===== src/rtl/fsm_success_tracker.sv =====
// Success-event tracker: one FIFO entry per rising edge of count==2'b11, 1-cycle push-to-rd_valid latency.
// Backpressure: rd_ready stalls the FWFT head; a push into a full FIFO without a same-cycle pop is dropped and sets overflow.
// Macro FSM_SUCCESS_TRACKER_STAMP_EN: entries hold the cycle stamp; otherwise they hold a wrapping sequence number.
module fsm_success_tracker #(
    parameter int DEPTH  = 4,
    parameter int DATA_W = 8
) (
    input  logic                     clk,
    input  logic                     reset,
    input  logic [1:0]               count,
    input  logic                     rd_ready,
    output logic                     rd_valid,
    output logic [DATA_W-1:0]        rd_data,
    output logic [$clog2(DEPTH):0]   fifo_level,
    output logic [7:0]               success_total,
    output logic                     overflow
);
    localparam int PTR_W = $clog2(DEPTH);
    localparam int LVL_W = PTR_W + 1;

    typedef enum logic {ARMED = 1'b0, HELD = 1'b1} state_t;

    state_t              state_q;
    logic                success_evt;
    logic                full;
    logic                push;
    logic                pop;
    logic [DATA_W-1:0]   entry;
    logic [DATA_W-1:0]   mem_q [DEPTH];
    logic [PTR_W-1:0]    wr_ptr_q;
    logic [PTR_W-1:0]    rd_ptr_q;
    logic [LVL_W-1:0]    level_q;
    logic [7:0]          total_q;
    logic                overflow_q;

    assign success_evt = (state_q == ARMED) && (count == 2'b11);

    always_ff @(posedge clk) begin
        if (!reset) begin
            state_q <= ARMED;
        end else begin
            case (state_q)
                ARMED:   state_q <= (count == 2'b11) ? HELD : ARMED;
                HELD:    state_q <= (count == 2'b11) ? HELD : ARMED;
                default: state_q <= ARMED;
            endcase
        end
    end

`ifdef FSM_SUCCESS_TRACKER_STAMP_EN
    logic [DATA_W-1:0] stamp_q;

    always_ff @(posedge clk) begin
        if (!reset) begin
            stamp_q <= '0;
        end else begin
            stamp_q <= stamp_q + DATA_W'(1);
        end
    end

    assign entry = stamp_q;
`else
    // Advances on dropped events too, so a gap in the numbers read out marks a loss.
    logic [DATA_W-1:0] seq_q;

    always_ff @(posedge clk) begin
        if (!reset) begin
            seq_q <= '0;
        end else if (success_evt) begin
            seq_q <= seq_q + DATA_W'(1);
        end
    end

    assign entry = seq_q;
`endif

    assign full = (level_q == LVL_W'(DEPTH));
    assign pop  = rd_valid && rd_ready;
    assign push = success_evt && (!full || pop);

    always_ff @(posedge clk) begin
        if (reset && push) begin
            mem_q[wr_ptr_q] <= entry;
        end
    end

    always_ff @(posedge clk) begin
        if (!reset) begin
            wr_ptr_q   <= '0;
            rd_ptr_q   <= '0;
            level_q    <= '0;
            total_q    <= '0;
            overflow_q <= 1'b0;
        end else begin
            if (push) begin
                wr_ptr_q <= wr_ptr_q + PTR_W'(1);
            end
            if (pop) begin
                rd_ptr_q <= rd_ptr_q + PTR_W'(1);
            end
            case ({push, pop})
                2'b10:   level_q <= level_q + LVL_W'(1);
                2'b01:   level_q <= level_q - LVL_W'(1);
                default: level_q <= level_q;
            endcase
            if (success_evt && full && !pop) begin
                overflow_q <= 1'b1;
            end
            if (success_evt && (total_q != 8'hFF)) begin
                total_q <= total_q + 8'd1;
            end
        end
    end

    assign rd_valid      = (level_q != '0);
    assign rd_data       = mem_q[rd_ptr_q];
    assign fifo_level    = level_q;
    assign success_total = total_q;
    assign overflow      = overflow_q;
endmodule


===== config.mk =====
export PLATFORM = sky130hd
export DESIGN_NAME = fsm_success_tracker
export DESIGN_NICKNAME = d
export VERILOG_FILES = /design/src/rtl/fsm_success_tracker.sv
export SDC_FILE = /design/constraint.sdc
export NUM_CORES = 1
export LEC_CHECK = 0
export ABC_CLOCK_PERIOD_IN_PS = 2800
export BUFFER_PORTS_ARGS = -buffer_cell sky130_fd_sc_hd__buf_4
export CORE_MARGIN = 4
export CORE_UTILIZATION = 30
export CTS_BUF_LIST = sky130_fd_sc_hd__clkbuf_8 sky130_fd_sc_hd__clkbuf_16
export DETAILED_ROUTE_END_ITERATION = 12
export HOLD_SLACK_MARGIN = 0.05
export SLEW_MARGIN = 20
export SYNTH_ARGS = -nofsm -noshare
export SYNTH_HDL_FRONTEND = slang
export SYNTH_SLANG_ARGS = --single-unit

===== constraint.sdc =====
create_clock -name clk -period 2.8 [get_ports clk]
set_input_delay 0.56 -clock clk [delete_from_list [all_inputs] [get_ports clk]]
set_output_delay 0.56 -clock clk [all_outputs]
set_load 0.02 [all_outputs]

==> impl_metrics.xml <==
<?xml version="1.0" encoding="UTF-8"?>
<metrics>
  <group name="cells_and_area">
    <metric name="n_fill_cell" unit="">832</metric>
    <metric name="final_layout_size_suffix_gt1_frac" unit="">0.2579</metric>
    <metric name="syn_to_final_growth" unit="%">19.86</metric>
    <metric name="total_area_of_multi_input_combinational_cells" unit="um^2">964.7</metric>
    <metric name="sequential_cell_area" unit="um^2">1501</metric>
    <metric name="num_antenna_cells" unit="">0</metric>
    <metric name="design.final.nets" unit="">228</metric>
  </group>
  <group name="sta">
    <metric name="final.period_utilization" unit="">0.8339</metric>
    <metric name="max_slew_margin" unit="">0.6334</metric>
    <metric name="setup_violations" unit="">0</metric>
    <metric name="worstMarginPinSlew" unit="ns">0.5491</metric>
    <metric name="slew_violations" unit="">0</metric>
    <metric name="timing.clock.skew" unit="ns">0.004352</metric>
    <metric name="maxClockFrequency" unit="MHz">428.3</metric>
    <metric name="rsz0062_at_grt" unit="">no</metric>
    <metric name="holdWs" unit="ns">0.4973</metric>
    <metric name="fin_setup_tns" unit="ns">0</metric>
    <metric name="final-hold-violation-count" unit="">0</metric>
    <metric name="period_minus_slack" unit="ns">2.335</metric>
  </group>
  <group name="hold_path">
    <metric name="timing.hold.worst.class" unit="">in -&gt; reg</metric>
  </group>
  <group name="pwr">
    <metric name="total_switching_power" unit="uW">581.2</metric>
    <metric name="internal-power" unit="uW">1533</metric>
    <metric name="power_density" unit="nW/um^2">699.9</metric>
    <metric name="power.ir.vdd_worst" unit="mV">0.3190</metric>
    <metric name="p_leak" unit="uW">0.001151</metric>
    <metric name="p_sw_frac" unit="">0.2749</metric>
    <metric name="clockPowerShare" unit="">0.365</metric>
    <metric name="combinationalPowerShare" unit="">0.160</metric>
    <metric name="sequentialPowerShare" unit="">0.476</metric>
  </group>
  <group name="setup_path">
    <metric name="critical_path.max_stage_delay" unit="ns">0.67</metric>
    <metric name="endpoint_kind" unit="">primary output</metric>
    <metric name="cp.arrival" unit="ns">1.77</metric>
    <metric name="critPathMaxFanout" unit="">8</metric>
    <metric name="cp_slowest_cell" unit="">sky130_fd_sc_hd__dfxtp_1</metric>
    <metric name="cp-start-kind" unit="">flop</metric>
    <metric name="timing.setup.critical_path_class" unit="">reg -&gt; out</metric>
    <metric name="timing.critical_path.cells" unit="">mux4_2 -&gt; buf_4</metric>
    <metric name="cp_data_required_time" unit="ns">2.24</metric>
  </group>
  <group name="synth">
    <metric name="synth_cells" unit="">185</metric>
    <metric name="synth_enable_flop_cells" unit="">32</metric>
    <metric name="synthesis.nets" unit="">197</metric>
    <metric name="ys.flop_type" unit="">sky130_fd_sc_hd__edfxtp_1</metric>
    <metric name="synth-seq-area-share" unit="">0.5958</metric>
    <metric name="syn_avg_cell_area" unit="um^2">13.62</metric>
    <metric name="post_synth_num_cell_types" unit="">41</metric>
    <metric name="post_synthesis_register_bit_count" unit="">59</metric>
    <metric name="postSynth.asyncResetShare" unit="">0</metric>
    <metric name="synth_area" unit="um^2">2520</metric>
    <metric name="ys_warn_count" unit="">0</metric>
  </group>
  <group name="place">
    <metric name="gpl_wtd_cong" unit="">0.7150</metric>
    <metric name="hpwl" unit="um">2990</metric>
    <metric name="port-buffer-count" unit="">25</metric>
  </group>
  <group name="clock_tree">
    <metric name="cts_hold_repair.buffers" unit="">0</metric>
    <metric name="tritoncts" unit="">done</metric>
    <metric name="ctsResizeCount" unit="">0</metric>
    <metric name="clkSinkCount" unit="">59</metric>
    <metric name="maximum_buffer_depth_of_the_clock_tree" unit="">2</metric>
    <metric name="cts_inserted_buffers" unit="">9</metric>
    <metric name="cts_htree_levels" unit="">3</metric>
    <metric name="clock_root_cell" unit="">sky130_fd_sc_hd__clkbuf_8</metric>
    <metric name="post-cts-setup-buffers" unit="">0</metric>
    <metric name="clock_insertion_delay_worst_skew" unit="ns">0.34</metric>
    <metric name="clk_pin_slew" unit="ns">0.07</metric>
  </group>
  <group name="routing">
    <metric name="wirelength" unit="um">4442</metric>
    <metric name="wl_per_cell" unit="um">13.63</metric>
    <metric name="ant_nets" unit="">0</metric>
    <metric name="drt_iter0_drc" unit="">59</metric>
    <metric name="num_vias" unit="">1488</metric>
    <metric name="post-route-drc-count" unit="">0</metric>
    <metric name="drt_pass1_iterations" unit="">5</metric>
    <metric name="post_drt_via_cell_ratio" unit="">4.564</metric>
  </group>
  <group name="die">
    <metric name="die_w" unit="um">99.65</metric>
    <metric name="fp.dieH" unit="um">99.65</metric>
    <metric name="rows" unit="">33</metric>
    <metric name="fp.dieArea" unit="um^2">9930</metric>
    <metric name="start_util" unit="">0.3082</metric>
    <metric name="core_area" unit="um^2">8175</metric>
    <metric name="floorplan.io_pins" unit="">26</metric>
  </group>
  <group name="global_route">
    <metric name="busiest_layer" unit="">met2</metric>
    <metric name="first_global_vias" unit="">1507</metric>
    <metric name="grt_util_all_layers" unit="">0.09953</metric>
    <metric name="grt_antenna_before_repair" unit="">0</metric>
    <metric name="grt_use_met3" unit="">0.04418</metric>
    <metric name="grt.met2_usage" unit="">0.1524</metric>
    <metric name="grt_pass1_wl" unit="um">7486</metric>
    <metric name="largest_net_degree_at_the_start_of_global_routing" unit="">34</metric>
    <metric name="grt_overflow" unit="">0</metric>
    <metric name="gr-usage-met1" unit="">0.1225</metric>
  </group>
  <group name="run">
    <metric name="maxCapViolations" unit="">0</metric>
  </group>
  <group name="status">
    <metric name="status" unit="">completed</metric>
  </group>
</metrics>
-- cell usage after synthesis (all sizes together) (2+ instances only) --
cell / instances / area share
nand2: 12 / 0.018
buf: 3 / 0.0065
and3b: 3 / 0.010
ha: 6 / 0.030
mux2i: 6 / 0.024
clkbuf: 3 / 0.0045
mux4: 8 / 0.071
nand2b: 2 / 0.0050
dfxtp: 27 / 0.21
nor2: 3 / 0.0055
o21ai: 6 / 0.013
xor2: 3 / 0.010
o31a: 2 / 0.0070
nand4: 5 / 0.012
and2: 13 / 0.032
and3: 7 / 0.017
xnor2: 8 / 0.028
edfxtp: 32 / 0.38
inv: 7 / 0.010
or3: 2 / 0.0050
nand3: 4 / 0.0079
nor2b: 3 / 0.0074
and4: 2 / 0.0070
a21oi: 2 / 0.0040
nor3: 4 / 0.0099
a21boi: 3 / 0.0089
-- critical path: cells and delay by family (launching register included) --
family	cells	cell delay (ns)
DFF	1	0.67
muxes	1	0.60
buffers and inverters	1	0.18
-- layer usage --
metal | wire [um] | share of wire | up-vias
li1 | - | - | 743
met1 | 2056 | 0.46 | 707
met2 | 2102 | 0.47 | 31
met3 | 230 | 0.052 | 7
met4 | 53 | 0.012 | 0
met5 | 0 | 0 | -
-- kinds of logic after synthesis --
group,count (synthesis),share of synthesized area
xor gates and xnor gates,11,0.03824
buffers and inverters,13,0.02135
adders and majority gates,7,0.03774
muxes,14,0.09533
DFF,59,0.5958
and+or+nand+nor,64,0.1639
AOI/OAI and AO/OA,17,0.04767
-- registers in the layout, indices dropped and copies added, names as in the netlist, named ones only --
register       count
overflow           1
fifo_level         3
mem_q             32
entry              8
success_total      8
wr_ptr_q           2
state_q            1
rd_ptr_q           2
-- area by class of cell --
type / instances / area share
Multi-Input combinational cell: 113 / 0.3194
Timing Repair Buffer: 26 / 0.06462
Tap cell: 105 / 0.04350
Inverter: 7 / 0.008699
Sequential cell: 59 / 0.4971
Clock buffer: 9 / 0.04101
Clock inverter: 7 / 0.02568
-- worst paths after layout --
check,slack [ns],from,cells past startpoint,to
min,0.50,count[1],2,state_q$_SDFF_PN0_
min reg2reg,0.51,overflow$_SDFFE_PN0P_,2,overflow$_SDFFE_PN0P_
max,0.47,flop,2,rd_data[3]
max reg2reg,0.77,fifo_level[0]$_SDFFE_PN0P_,8,fifo_level[1]$_SDFFE_PN0P_
-- cells in the final DEF, fill, tap and decap left out, types with 2 or more instances in the layout --
master and count:
sky130_fd_sc_hd__buf_4 26, sky130_fd_sc_hd__nand3_1 4, sky130_fd_sc_hd__o21ai_0 5, sky130_fd_sc_hd__nor2_1 2, sky130_fd_sc_hd__clkbuf_8 9, sky130_fd_sc_hd__or3_1 2
sky130_fd_sc_hd__xnor2_1 8, sky130_fd_sc_hd__mux4_2 8, sky130_fd_sc_hd__and2_1 13, sky130_fd_sc_hd__ha_1 6, sky130_fd_sc_hd__edfxtp_1 32, sky130_fd_sc_hd__nor2b_1 3
sky130_fd_sc_hd__nand4_1 5, sky130_fd_sc_hd__and4_1 2, sky130_fd_sc_hd__nand2b_1 2, sky130_fd_sc_hd__xor2_1 3, sky130_fd_sc_hd__a21boi_0 2, sky130_fd_sc_hd__clkinv_4 3
sky130_fd_sc_hd__inv_1 7, sky130_fd_sc_hd__dfxtp_1 27, sky130_fd_sc_hd__o31a_1 2, sky130_fd_sc_hd__and3_1 7, sky130_fd_sc_hd__and3b_1 3, sky130_fd_sc_hd__mux2i_1 6
sky130_fd_sc_hd__nor3_1 3, sky130_fd_sc_hd__a21oi_1 2, sky130_fd_sc_hd__nand2_1 12
-- power groups by stage --
stage	clock network, uW	logic [uW]	registers, uW
2_1_floorplan	0	244	1010
3_3_place_gp	0	337	1030
3_5_place_dp	0	342	1030
4_1_cts	799	342	1010
5_1_grt	841	368	1020
6_report	771	337	1010
-- metrics by stage --
step | instance area, um^2 | setup WS [ns] | cells | utilization | total power [uW]
finish | 3020 | 0.4652 | 326 | 0.3695 | 2114
global route | 3020 | 0.3212 | 326 | 0.3695 | 2227
CTS | 3020 | 0.3991 | 326 | 0.3695 | 2150
detailed placement | 2819 | 0.5561 | 310 | 0.3448 | 1370
global placement | 2819 | 0.5952 | 310 | 0.3448 | 1364
floorplan | 2520 | 0.6352 | 185 | - | 1251
(Power assumes the default switching activity.)
